===== config.mk =====
export PLATFORM = sky130hd
export DESIGN_NAME = accelbrot_reg_master
export DESIGN_NICKNAME = d
export VERILOG_FILES = /design/src/rtl/accelbrot_reg_pkg.sv /design/src/rtl/accelbrot_reg_master.sv
export SDC_FILE = /design/constraint.sdc
export NUM_CORES = 1
export LEC_CHECK = 0
export BUFFER_PORTS_ARGS = -buffer_cell sky130_fd_sc_hd__buf_4
export CAP_MARGIN = 40
export CELL_PAD_IN_SITES_DETAIL_PLACEMENT = 1
export CELL_PAD_IN_SITES_GLOBAL_PLACEMENT = 1
export CORE_ASPECT_RATIO = 1.75
export CORE_MARGIN = 8
export CORE_UTILIZATION = 30
export DETAILED_ROUTE_END_ITERATION = 8
export PLACE_DENSITY = 0.78
export SLEW_MARGIN = 40
export SYNTH_ARGS = -nofsm -noshare
export SYNTH_HDL_FRONTEND = slang
export SYNTH_SLANG_ARGS = --single-unit

===== constraint.sdc =====
create_clock -name clk -period 3.6 [get_ports clk]
set_input_delay 0.36 -clock clk [delete_from_list [all_inputs] [get_ports clk]]
set_output_delay 0.36 -clock clk [all_outputs]
set_load 0.05 [all_outputs]

===== src/rtl/accelbrot_reg_pkg.sv =====
`default_nettype none
// =============================================================================
// Package : accelbrot_reg_pkg
// Brief   : Shared types and register offsets for the accelbrot register port.
// Rev     : 1.0  initial release
// =============================================================================
package accelbrot_reg_pkg;

   typedef enum logic [1:0] {
      OP_WRITE = 2'd0,
      OP_READ  = 2'd1,
      OP_POLL  = 2'd2,
      OP_RSVD  = 2'd3
   } op_t;

   typedef enum logic [1:0] {
      ST_OK           = 2'd0,
      ST_RD_TIMEOUT   = 2'd1,
      ST_POLL_TIMEOUT = 2'd2,
      ST_BAD_OP       = 2'd3
   } status_t;

   typedef enum logic [2:0] {
      S_IDLE  = 3'd0,
      S_WR    = 3'd1,
      S_RD    = 3'd2,
      S_RWAIT = 3'd3,
      S_GAP   = 3'd4,
      S_RESP  = 3'd5
   } state_t;

   // Register byte offsets shared with the engine
   localparam logic [15:0] STS_BUSY    = 16'h0100;
   localparam logic [15:0] CTL_COMMAND = 16'h0410;

endpackage
`default_nettype wire


===== src/rtl/accelbrot_reg_master.sv =====
`default_nettype none
// =============================================================================
// Module : accelbrot_reg_master
// Brief  : Command-stream initiator for the accelbrot reg_* bus (WRITE/READ/POLL).
// Rev    : 1.0  initial release
// =============================================================================
module accelbrot_reg_master
   import accelbrot_reg_pkg::*;
#(
   parameter int ADDR_WIDTH = 16,
   parameter int DATA_WIDTH = 32,
   parameter int RD_TIMEOUT = 64,
   parameter int POLL_GAP   = 8,
   parameter int POLL_LIMIT = 1000000
) (
   input  logic                  clk,
   input  logic                  rstn,
   input  logic                  cmd_valid,
   output logic                  cmd_ready,
   input  logic [1:0]            cmd_op,
   input  logic [ADDR_WIDTH-1:0] cmd_addr,
   input  logic [DATA_WIDTH-1:0] cmd_data,
   input  logic [DATA_WIDTH-1:0] cmd_mask,
   output logic                  rsp_valid,
   input  logic                  rsp_ready,
   output logic [DATA_WIDTH-1:0] rsp_data,
   output logic [1:0]            rsp_status,
   output logic [ADDR_WIDTH-1:0] reg_address,
   output logic                  reg_write,
   output logic [DATA_WIDTH-1:0] reg_writedata,
   output logic                  reg_read,
   input  logic [DATA_WIDTH-1:0] reg_readdata,
   input  logic                  reg_readdatavalid,
   output logic                  busy
);

   // One down-counter serves both the read timeout and the poll gap
   localparam int                 c_CNT_MAX    = (RD_TIMEOUT > POLL_GAP) ? RD_TIMEOUT : POLL_GAP;
   localparam int                 c_CNT_W      = (c_CNT_MAX > 2) ? $clog2(c_CNT_MAX) : 1;
   localparam logic [c_CNT_W-1:0] c_RD_LOAD    = c_CNT_W'((RD_TIMEOUT > 0) ? RD_TIMEOUT - 1 : 0);
   localparam logic [c_CNT_W-1:0] c_GAP_LOAD   = c_CNT_W'((POLL_GAP > 0) ? POLL_GAP - 1 : 0);
   localparam logic [31:0]        c_POLL_LIMIT = 32'(POLL_LIMIT);

   state_t                r_state,  w_state_nxt;
   logic [c_CNT_W-1:0]    r_cnt,    w_cnt_nxt;
   logic [31:0]           r_reads,  w_reads_nxt;
   op_t                   r_op,     w_op_nxt;
   logic [DATA_WIDTH-1:0] r_mask,   w_mask_nxt;
   logic [DATA_WIDTH-1:0] r_cmp,    w_cmp_nxt;

   logic                  w_cmd_ready_nxt;
   logic                  w_busy_nxt;
   logic                  w_rsp_valid_nxt;
   logic [DATA_WIDTH-1:0] w_rsp_data_nxt;
   logic [1:0]            w_rsp_status_nxt;
   logic [ADDR_WIDTH-1:0] w_reg_address_nxt;
   logic [DATA_WIDTH-1:0] w_reg_writedata_nxt;
   logic                  w_reg_write_nxt;
   logic                  w_reg_read_nxt;

   logic [31:0]           w_reads_inc;
   logic                  w_hit;
   logic                  w_poll_exhausted;

   assign w_reads_inc      = (&r_reads) ? r_reads : r_reads + 32'd1;
   assign w_hit            = ((reg_readdata ^ r_cmp) & r_mask) == '0;
   assign w_poll_exhausted = (c_POLL_LIMIT != 32'd0) && (w_reads_inc >= c_POLL_LIMIT);

   always_ff @(posedge clk) begin
      if (!rstn) begin
         r_state       <= S_IDLE;
         r_cnt         <= '0;
         r_reads       <= '0;
         r_op          <= OP_WRITE;
         r_mask        <= '0;
         r_cmp         <= '0;
         cmd_ready     <= 1'b0;
         busy          <= 1'b0;
         rsp_valid     <= 1'b0;
         rsp_data      <= '0;
         rsp_status    <= '0;
         reg_address   <= '0;
         reg_writedata <= '0;
         reg_write     <= 1'b0;
         reg_read      <= 1'b0;
      end else begin
         r_state       <= w_state_nxt;
         r_cnt         <= w_cnt_nxt;
         r_reads       <= w_reads_nxt;
         r_op          <= w_op_nxt;
         r_mask        <= w_mask_nxt;
         r_cmp         <= w_cmp_nxt;
         cmd_ready     <= w_cmd_ready_nxt;
         busy          <= w_busy_nxt;
         rsp_valid     <= w_rsp_valid_nxt;
         rsp_data      <= w_rsp_data_nxt;
         rsp_status    <= w_rsp_status_nxt;
         reg_address   <= w_reg_address_nxt;
         reg_writedata <= w_reg_writedata_nxt;
         reg_write     <= w_reg_write_nxt;
         reg_read      <= w_reg_read_nxt;
      end
   end

   always_comb begin
      w_state_nxt         = r_state;
      w_cnt_nxt           = r_cnt;
      w_reads_nxt         = r_reads;
      w_op_nxt            = r_op;
      w_mask_nxt          = r_mask;
      w_cmp_nxt           = r_cmp;
      w_rsp_valid_nxt     = rsp_valid;
      w_rsp_data_nxt      = rsp_data;
      w_rsp_status_nxt    = rsp_status;
      w_reg_address_nxt   = reg_address;
      w_reg_writedata_nxt = reg_writedata;
      w_reg_write_nxt     = 1'b0;
      w_reg_read_nxt      = 1'b0;

      case (r_state)
         S_IDLE: begin
            if (cmd_valid && cmd_ready) begin
               w_op_nxt    = op_t'(cmd_op);
               w_mask_nxt  = cmd_mask;
               w_cmp_nxt   = cmd_data;
               w_reads_nxt = '0;
               case (op_t'(cmd_op))
                  OP_WRITE: begin
                     w_reg_address_nxt   = cmd_addr;
                     w_reg_writedata_nxt = cmd_data;
                     w_reg_write_nxt     = 1'b1;
                     w_state_nxt         = S_WR;
                  end
                  OP_READ, OP_POLL: begin
                     w_reg_address_nxt = cmd_addr;
                     w_reg_read_nxt    = 1'b1;
                     w_cnt_nxt         = c_RD_LOAD;
                     w_state_nxt       = S_RD;
                  end
                  default: begin
                     w_rsp_valid_nxt  = 1'b1;
                     w_rsp_data_nxt   = '0;
                     w_rsp_status_nxt = ST_BAD_OP;
                     w_state_nxt      = S_RESP;
                  end
               endcase
            end
         end

         S_WR: begin
            w_rsp_valid_nxt  = 1'b1;
            w_rsp_data_nxt   = '0;
            w_rsp_status_nxt = ST_OK;
            w_state_nxt      = S_RESP;
         end

         S_RD: w_state_nxt = S_RWAIT;

         S_RWAIT: begin
            // Valid data takes priority over an expiring timeout in the same cycle
            if (reg_readdatavalid) begin
               w_rsp_data_nxt = reg_readdata;
               if (r_op == OP_READ || w_hit) begin
                  w_rsp_valid_nxt  = 1'b1;
                  w_rsp_status_nxt = ST_OK;
                  w_state_nxt      = S_RESP;
               end else if (w_poll_exhausted) begin
                  w_rsp_valid_nxt  = 1'b1;
                  w_rsp_status_nxt = ST_POLL_TIMEOUT;
                  w_state_nxt      = S_RESP;
               end else if (POLL_GAP == 0) begin
                  w_reg_read_nxt = 1'b1;
                  w_cnt_nxt      = c_RD_LOAD;
                  w_state_nxt    = S_RD;
               end else begin
                  w_cnt_nxt   = c_GAP_LOAD;
                  w_state_nxt = S_GAP;
               end
               w_reads_nxt = w_reads_inc;
            end else if (r_cnt == '0) begin
               w_rsp_valid_nxt  = 1'b1;
               w_rsp_data_nxt   = '0;
               w_rsp_status_nxt = ST_RD_TIMEOUT;
               w_state_nxt      = S_RESP;
            end else begin
               w_cnt_nxt = r_cnt - c_CNT_W'(1);
            end
         end

         S_GAP: begin
            if (r_cnt == '0) begin
               w_reg_read_nxt = 1'b1;
               w_cnt_nxt      = c_RD_LOAD;
               w_state_nxt    = S_RD;
            end else begin
               w_cnt_nxt = r_cnt - c_CNT_W'(1);
            end
         end

         S_RESP: begin
            if (rsp_ready) begin
               w_rsp_valid_nxt = 1'b0;
               w_state_nxt     = S_IDLE;
            end
         end

         default: w_state_nxt = S_IDLE;
      endcase

      w_cmd_ready_nxt = (w_state_nxt == S_IDLE);
      w_busy_nxt      = (w_state_nxt != S_IDLE);
   end

endmodule
`default_nettype wire


# [After elaboration in Yosys (flattened, before gate mapping)]
# Index checks and enable logic that the tools add are counted.
# Widths: inputs -> output; s select.
[word_totals] reg_bits=194 output_inout_bits=87
[classes] addsub=2 n_lt_le_gt_ge=1 eq_ne=18 mux=46 bitwise=2 reduce_logical=24
[ops] cell="$mux 32" count=7
[ops] cell="$pmux 32 s3" count=1
[ops] cell="$pmux 32 s2" count=1
[ops] cell="$mux 6" count=7
[ops] cell="$add 32x1->32 const B" count=1
[ops] cell="$and 32x32->32" count=1
[ops] cell="$ge 32x20->1 const B" count=1
[ops] cell="$logic_not 32->1" count=1
[ops] cell="$reduce_and 32->1" count=1
[ops] cell="$xor 32x32->32" count=1
[ops] cell="$pmux 3 s6" count=1
[ops] cell="$pmux 6 s3" count=1
[ops] cell="$mux 3" count=5
[ops] cell="$mux 1" count=13
[ops] cell="$mux 2" count=6
[ops] cell="$ne 3x3->1 const B" count=4
[ops] cell="$reduce_and 3->1" count=4
[ops] cell="$reduce_and 6->1" count=2
[ops] cell="$reduce_bool 3->1" count=3
[ops] cell="$ne 2x2->1 const B" count=4
[ops] cell="$eq 3x2->1 const B" count=2
[ops] cell="$eq 3x3->1 const B" count=2
[ops] cell="$logic_not 3->1" count=2
[ops] cell="$logic_not 6->1" count=1
[ops] cell="other kinds (20)" count=21

# [Logic depth before layout (Yosys ltp)]
# Gate-level depths: netlist of run 1.
[depth] ltp_word=8 mapped_depth=13

# [Least setup slack after synthesis of run 1]
# No wires, ideal clock.
[synth_path] path_type="register to register" from="reg r_reads[0]" to="reg r_cnt[4]" setup_time_ns=0.125 arrival_ns=3.347 required_time_ns=3.475 setup_slack_ns=0.127 stages_incl_launch_ff=13 n_path_buf=1 cell_sequence="dfxtp_1 ha_1 nand3_1 or4_1 buf_2 or4b_1 xnor2_1 a211oi_2 nand4_2 or3b_4 o21ai_4 a21boi_0 o22ai_1"
[synth_between] elab_chain_cells=5 elab_cells_between_ends=6 cone_classes="add/sub (1); order compare (1); eq/ne (1); mux (1); reduce/logical (2)"
[synth_lines] element="start: declaration" line="accelbrot_reg_master.sv:46" text="logic [31:0] r_reads, w_reads_nxt;"
[synth_lines] element="start signal: assignment" line="accelbrot_reg_master.sv:89" text="r_reads <= w_reads_nxt;"
[synth_lines] element="$add 32x1->32 or $reduce_and 32->1 (tied branches)" line="accelbrot_reg_master.sv:65" text="assign w_reads_inc = (&r_reads) ? r_reads : r_reads + 32'd1;"
[synth_lines] element="$mux 32 (*)" line="accelbrot_reg_master.sv:65"
[synth_lines] element="$ge 32x20->1 (*)" line="accelbrot_reg_master.sv:67" text="assign w_poll_exhausted = (c_POLL_LIMIT != 32'd0) && (w_reads_inc >= c_POLL_LIMIT);"
[synth_lines] element="$ne 3x3->1 (no line) (*)"
[synth_lines] element="$reduce_and 6->1 (no line) (*)"
[synth_lines] element="end signal: assignment" line="accelbrot_reg_master.sv:88" text="r_cnt <= w_cnt_nxt;"
[synth_lines] element="end: declaration" line="accelbrot_reg_master.sv:45" text="logic [c_CNT_W-1:0] r_cnt, w_cnt_nxt;"
# Every way passes the cells marked *; elsewhere a longest branch is shown, timed or not.
# A chain may end at the register's enable or synchronous reset.

# [Final worst setup path of run 1]
# Ends and elaborated chain as after synthesis.

==> results of run 1 <==
==> critical path: cells and delay by family (launching register included) <==
family                   cells  cell delay, ns
AND/OR/NAND/NOR              5            1.67
adder cells (fa/ha/maj)      1            0.21
AO/OA/AOI/OAI                4            0.85
flip-flops                   1            0.35
multiplexers                 1            0.13
buffers and inverters        1            0.17
==> area by class of cell <==
class	instances	area, um^2
fill	3502	17270
multi-input combinational	819	4477
sequential	194	3886
timing repair buffer	243	1828
tap	378	473.0
clock buffer	18	439.2
clock inverter	14	200.2
inverter	13	53.80
antenna	1	2.502
==> final timing paths <==
check,cells after the start,to,from,slack [ns]
max,12,r_cnt[4]$_SDFFE_PN0P_,r_reads[0]$_SDFFE_PN0P_,0.11
min,3,r_mask[14]$_SDFFE_PN0P_,cmd_mask[14],0.14
max reg2reg,12,r_cnt[4]$_SDFFE_PN0P_,r_reads[0]$_SDFFE_PN0P_,0.11
min reg2reg,2,r_mask[8]$_SDFFE_PN0P_,r_mask[8]$_SDFFE_PN0P_,0.46
==> Yosys cell counts, types with 3 or more instances <==
| cell | n | share of area [%] |
|---|---|---|
| o211ai_1 | 4 | 0.34 |
| nand4_2 | 5 | 0.72 |
| or4_1 | 8 | 0.69 |
| nor4_1 | 7 | 0.50 |
| dfxtp_1 | 194 | 45 |
| nor3b_1 | 3 | 0.26 |
| or3_1 | 7 | 0.50 |
| a211oi_1 | 4 | 0.34 |
| and2_1 | 4 | 0.29 |
| a311oi_1 | 8 | 0.80 |
| buf_2 | 9 | 0.52 |
| o22ai_1 | 3 | 0.22 |
| or2_2 | 3 | 0.22 |
| nor3_1 | 12 | 0.69 |
| ha_1 | 5 | 0.72 |
| xnor2_1 | 9 | 0.90 |
| inv_1 | 12 | 0.52 |
| o31ai_1 | 3 | 0.26 |
| a31oi_1 | 11 | 0.79 |
| nand2_1 | 276 | 12 |
| buf_4 | 5 | 0.43 |
| nor2_1 | 86 | 3.7 |
| o21ai_0 | 26 | 1.5 |
| and4_1 | 4 | 0.40 |
| buf_1 | 4 | 0.17 |
| a21boi_0 | 3 | 0.26 |
| a21oi_1 | 155 | 8.9 |
| nand3_1 | 23 | 1.3 |
| xor2_1 | 36 | 3.6 |
| and3_1 | 5 | 0.36 |
| clkbuf_1 | 62 | 2.7 |
| nand2b_1 | 7 | 0.50 |
| clkbuf_2 | 4 | 0.23 |
| nand4_1 | 11 | 0.79 |
| a22oi_1 | 53 | 4.6 |
| o21a_1 | 4 | 0.34 |
==> report_power, final <==
part           total [mW]  switching, mW  internal, mW
sequential           2.55          0.182          2.37
clock                2.09          0.896          1.19
combinational        1.96           1.29         0.671
==> timing repair <==
item	4_1_cts	5_1_grt
gates cloned	0	0
buffers inserted	1	0
setup endpoints to repair	1	6
pin swaps	1	5
gates resized for setup	1	9
==> state kept, by name, summed over array words and instances, names as in the netlist, 2 cells and up <==
signal         cells
r_mask            32
rsp_status         2
r_state            3
r_cnt              6
r_reads           32
reg_address       16
rsp_data          32
r_cmp             32
reg_writedata     32
r_op               2
==> per-layer routing <==
metal | wire length [um] | vias up | track usage (%)
met5 | 0 | - | 0
met4 | 1587 | 0 | 11.25
met3 | 1778 | 87 | 5.170
met2 | 18070 | 226 | 35.99
met1 | 11310 | 4313 | 17.59
li1 | - | 4179 | -
==> stage by stage <==
stage | util, % | hold WS (ns) | std cells
after floorplan | - | 0.4360 | 1110
after global placement | 37.29 | 0.4415 | 1646
after detailed placement | 37.29 | 0.4487 | 1646
after CTS | 39.57 | 0.1318 | 1679
after global routing | 39.68 | 0.1270 | 1680
final | 39.68 | 0.1444 | 1680
==> cell families (layout without fill, tap and decap cells) <==
family | Yosys count | count (layout)
adder cells (fa/ha/maj) | 5 | 5
flip-flops | 194 | 194
other | 0 | 1
multiplexers | 2 | 2
buffers and inverters | 97 | 288
AO/OA/AOI/OAI | 291 | 291
AND/OR/NAND/NOR | 476 | 476
XOR/XNOR | 45 | 45
==> summary.txt, run 1 <==
Worst setup path
  – Arrival time worst endpoint: 3.83 ns
  – CP cell instances: ha_2 > nand3_2 > or4_4 > buf_4 > or3_4 > mux2i_1 > a211oi_2 > nand4_2 > or3b_4 > o21ai_4 > a21boi_1 > o22ai_1
  – Critical path's slowest cell: or4_4
  – Worst-path maximum fanout: 7
  – Required @ worst endpoint: 3.94 ns
  – CP max stage delay: 0.58 ns
  – Crit Path Class: register to register
  – Crit. End Element: register
  – CP startpoint kind: register

Worst hold path
  – Hold Crit Class: input port to register

Yosys
  – Seq/Total Area, Yosys: 44.57%
  – Count of different cell masters after synthesis: 67
  – Mapped cell area: 8713 um^2
  – Synth Area in Adders: 0.7180%
  – Syn Nets: 1234
  – Synth Instances: 1110
  – Post-synthesis mux area share: 0.2298%
  – Async SR Flop Fraction: 0%
  – Simple logic cell fraction of the synthesized area: 24.73%
  – Post-synth top flop: dfxtp_1
  – Number of synthesized flops with an enable pin: 0
  – Avg Inst Size Synth: 7.850 um^2
  – Register bit total from synthesis: 194
  – Main combinational cell family by area after synthesis: simple AND/OR/NAND/NOR gates
  – Post-Synth XOR/XNOR Area: 4.523%
  – Synth Area in Compound Gates: 20.65%
  – Synth warn: 0

Clock tree
  – Hold Buf Count CTS: 0
  – CTS sink cnt: 194
  – Clock buffer depth: 2
  – CTS tree: done
  – Htree depth: 4
  – TritonCTS buffer count: 17
  – Clock transition at path regs: 0.07 ns
  – Worst-Skew Late Latency: 0.46 ns
  – Clock root buffer: clkbuf_16

Global routing
  – Grt total ovfl: 0
  – First-pass GRT wire length: 50870 um
  – Pin count of the biggest net entering global routing: 74
  – Initial antenna violation count: 1
  – Vias in the first global route: 9354
  – GRT Overall Usage: 19.01%

Detailed routing
  – DRC viols: 0
  – DR WL/cell: 19.49 um
  – Routed via count: 8805
  – Initial DRC count: 476
  – Routed Antenna Nets: 0
  – Drt pass-1 iters: 5
  – Post-DR vias/cell: 5.241
  – Routed wire length: 32750 um

STA
  – Final setup margin: 0.1053 ns
  – Max_slew headroom: 46.01%
  – Finish-stage setup viols: 0
  – Final Slew Violations: 0
  – Unrepaired setup endpoints after global routing: no
  – Final worst-path cycle share: 97.07%
  – Fmax achieved: 286.2 MHz
  – Setup TNS: 0 ns
  – Tmin final: 3.495 ns
  – Final Hold Viols: 0
  – Least-Margin Pin Slew: 0.8079 ns
  – Worst Skew: 0.01320 ns

Finish
  – Post-route cell area: 11360 um^2
  – Share of cells above drive strength 1: 24.06%
  – Most frequent cells in the layout: nand2_1, buf_4, dfxtp_1
  – Net count reported at finish: 1412
  – Synth-to-layout area growth: 30.37%
  – Most common cell after layout, fill and taps aside: nand2_1

Power
  – PD cells: 580.8 nW/um^2
  – P_leak: 4.389 nW
  – Overall power: 6.598 mW
  – Worst vdd ir: 0.3762 mV

Placed design
  – Pre-CTS setup slack: -0.02334 ns
  – Placer Congestion: 0.8983
  – Dpl cell area: 10680 um^2
  – Port Buffers: 205
  – DPL Wire Length: 24580 um

Outcome
  – Status: finished, final reports clean

Floorplan
  – Standard-cell rows: 82
  – Die Area: 34970 um^2
  – Starting Density: 30.44%
  – Boundary pin count: 206
  – Chip Width: 144.8 um
  – Core Area: 28630 um^2
  – Vert. Die Dim: 241.5 um

Flow run
  – Max Cap Violations: 0
Note: power is estimated with default switching activity, not from simulation.
==> inputs of run 2 (changes only) <==
--- a/config.mk
+++ b/config.mk
@@ -12,8 +12,10 @@
 export CORE_ASPECT_RATIO = 1.75
 export CORE_MARGIN = 8
 export CORE_UTILIZATION = 30
+export CTS_CLUSTER_SIZE = 14
 export DETAILED_ROUTE_END_ITERATION = 8
 export PLACE_DENSITY = 0.78
+export RECOVER_POWER = 50
 export SLEW_MARGIN = 40
 export SYNTH_ARGS = -nofsm -noshare
 export SYNTH_HDL_FRONTEND = slang
==> run 2 against run 1 <==
The flow now finishes with violations (max-capacitance violations, max-slew violations). Cell count unchanged. Worst setup slack improved by 0.0079 ns. First-iteration DRC count decreased by 0.21%. Sequential power about the same. Core utilization decreased by 1.2 points. Critical path type unchanged.
==> summary.txt, run 2 (synthesis gave the netlist of run 1 again) <==
Outcome
  – Status: finished, violations left (was finished, final reports clean)
  – Failing checks: max-capacitance violations, max-slew violations

Worst hold path
  – Hold Crit Class: input port to register (unchanged)
  – Hold depth: 3 (unchanged)

Clock tree
  – Worst-Skew Late Latency: 0.46 ns (about the same)
  – TritonCTS buffer count: 17 (unchanged)
  – CTS tree: done (unchanged)
  – Clock root buffer: clkbuf_16 (unchanged)
  – Clock transition at path regs: 0.08 ns (was 0.07 ns)
  – Htree depth: 4 (unchanged)
  – CTS sink cnt: 194 (unchanged)
  – Hold Buf Count CTS: 0 (unchanged)
  – Clock buffer depth: 2 (unchanged)

Detailed routing
  – Drt pass-1 iters: 5 (unchanged)
  – DRC viols: 0 (unchanged)
  – Routed via count: 8829 (was 8805)
  – Post-DR vias/cell: 5.255 (was 5.241)
  – Initial DRC count: 475 (was 476)
  – Routed Antenna Nets: 0 (unchanged)
  – DR WL/cell: 19.51 um (was 19.49 um)
  – Routed wire length: 32780 um (was 32750 um)

STA
  – Final Slew Violations: 38 (was 0)
  – Final setup margin: 0.1132 ns (was 0.1053 ns)
  – Fmax achieved: 286.8 MHz (was 286.2 MHz)
  – Finish-stage setup viols: 0 (unchanged)
  – Least-Margin Pin Slew: 1.615 ns (was 0.8079 ns)
  – Worst Skew: 0.01536 ns (was 0.01320 ns)
  – Final worst-path cycle share: 96.86% (was 97.07%)
  – Tmin final: 3.487 ns (was 3.495 ns)
  – Unrepaired setup endpoints after global routing: no (unchanged)
  – Setup TNS: 0 ns (unchanged)
  – Max_slew headroom: -7.646% (was 46.01%)
  – Final Hold Viols: 0 (unchanged)
  – Final hold slack: 0.1450 ns (was 0.1444 ns)

Power
  – Worst vdd ir: 0.3733 mV (was 0.3762 mV)
  – Overall power: 6.518 mW (was 6.598 mW)
  – P_leak: 4.008 nW (was 4.389 nW)
  – PD cells: 592.2 nW/um^2 (was 580.8 nW/um^2)

Worst setup path
  – Required @ worst endpoint: 3.94 ns (about the same)
  – Crit Path Class: register to register (unchanged)
  – Reg2reg path depth: 12 (unchanged)
  – Crit. End Element: register (unchanged)
  – CP startpoint kind: register (unchanged)
  – Arrival time worst endpoint: 3.83 ns (about the same)
  – Worst-path maximum fanout: 7 (unchanged)
  – Register-to-register setup slack: 0.11 ns (about the same)

Floorplan
  – Chip Width: 144.8 um (unchanged)
  – Standard-cell rows: 82 (unchanged)
  – Boundary pin count: 206 (unchanged)
  – Die Area: 34970 um^2 (unchanged)
  – Core Area: 28630 um^2 (unchanged)
  – Vert. Die Dim: 241.5 um (unchanged)
  – Starting Density: 30.44% (unchanged)

Finish
  – Most frequent cells in the layout: nand2_1, dfxtp_1, a21oi_1 (was nand2_1, buf_4, dfxtp_1)
  – Post-route cell area: 11010 um^2 (was 11360 um^2)
  – Cell Count, Final, Fillers Out: 1680 (unchanged)
  – End-of-flow core utilization: 38.45% (was 39.68%)
  – Sequential cell area: 3886 um^2 (unchanged)
  – Share of cells above drive strength 1: 16.99% (was 24.06%)
  – Synth-to-layout area growth: 26.32% (was 30.37%)
  – Multi-input logic area: 4463 um^2 (was 4477 um^2)
  – Most common cell after layout, fill and taps aside: nand2_1 (unchanged)
  – Net count reported at finish: 1412 (unchanged)
  – # fillers: 3541 (was 3502)

Placed design
  – Pre-CTS setup slack: -0.02334 ns (unchanged)
  – Dpl cell area: 10680 um^2 (unchanged)
  – DPL Wire Length: 24580 um (unchanged)
  – Placed cells: 1646 (unchanged)
  – Placer Congestion: 0.8983 (unchanged)
  – Port Buffers: 205 (unchanged)

Global routing
  – First-pass GRT wire length: 50870 um (unchanged)
  – Routing usage on met2: 35.99% (unchanged)
  – Pin count of the biggest net entering global routing: 74 (unchanged)
  – Grt total ovfl: 0 (unchanged)
  – Initial antenna violation count: 1 (unchanged)
  – GR peak layer: met2 (unchanged)
  – Met3 usage: 5.170% (unchanged)
  – Vias in the first global route: 9354 (unchanged)
  – Grt met1 use: 17.59% (unchanged)
  – GRT Overall Usage: 19.01% (unchanged)

Flow run
  – Max Cap Violations: 1 (was 0)
-- run 2: what timing repair did --
item / CTS / global route
gates resized for setup: 1 / 9
setup endpoints to repair: 1 / 6
hold endpoints to repair: 0 / 0
buffers inserted: 1 / 0
gates cloned: 0 / 0
pin swaps: 1 / 5
-- run 2: cell type report --
| type | instances | area share (%) |
|---|---|---|
| repair buffers | 243 | 13.53 |
| clock buffers | 18 | 3.990 |
| flip-flops and latches | 194 | 35.31 |
| diodes | 1 | 0.02274 |
| clock inverters | 14 | 1.819 |
| inverters | 13 | 0.4888 |
| multi-input cells | 819 | 40.55 |
| well taps | 378 | 4.297 |
-- run 2: where the power goes --
part,internal [mW],switching (mW),total (mW)
clock,1.19,0.899,2.09
sequential,2.37,0.179,2.55
combinational,0.594,1.29,1.88
-- run 2: final timing paths --
check | end | startpoint
worst max-delay path | r_cnt[4]$_SDFFE_PN0P_ | r_reads[0]$_SDFFE_PN0P_
worst min-delay path | r_mask[14]$_SDFFE_PN0P_ | cmd_mask[14]
worst max register to register | r_cnt[4]$_SDFFE_PN0P_ | r_reads[0]$_SDFFE_PN0P_
worst min register to register | r_mask[8]$_SDFFE_PN0P_ | r_mask[8]$_SDFFE_PN0P_
-- run 2: worst max-delay path, stage by stage, from the launching register on --
cell and delay [ns]:
dfxtp_1 0.35, ha_2 0.21, nand3_2 0.12, or4_4 0.58
buf_4 0.17, or3_4 0.39, mux2i_1 0.13, a211oi_2 0.28
nand4_2 0.16, or3b_4 0.42, o21ai_4 0.25, a21boi_1 0.21
o22ai_1 0.11
-- run 2: layer usage --
| layer | vias up | part of all wire (%) |
|---|---|---|
| met1 | 4346 | 35 |
| met2 | 217 | 56 |
| met5 | - | 0 |
| met3 | 81 | 4.9 |
| li1 | 4185 | - |
| met4 | 0 | 4.6 |
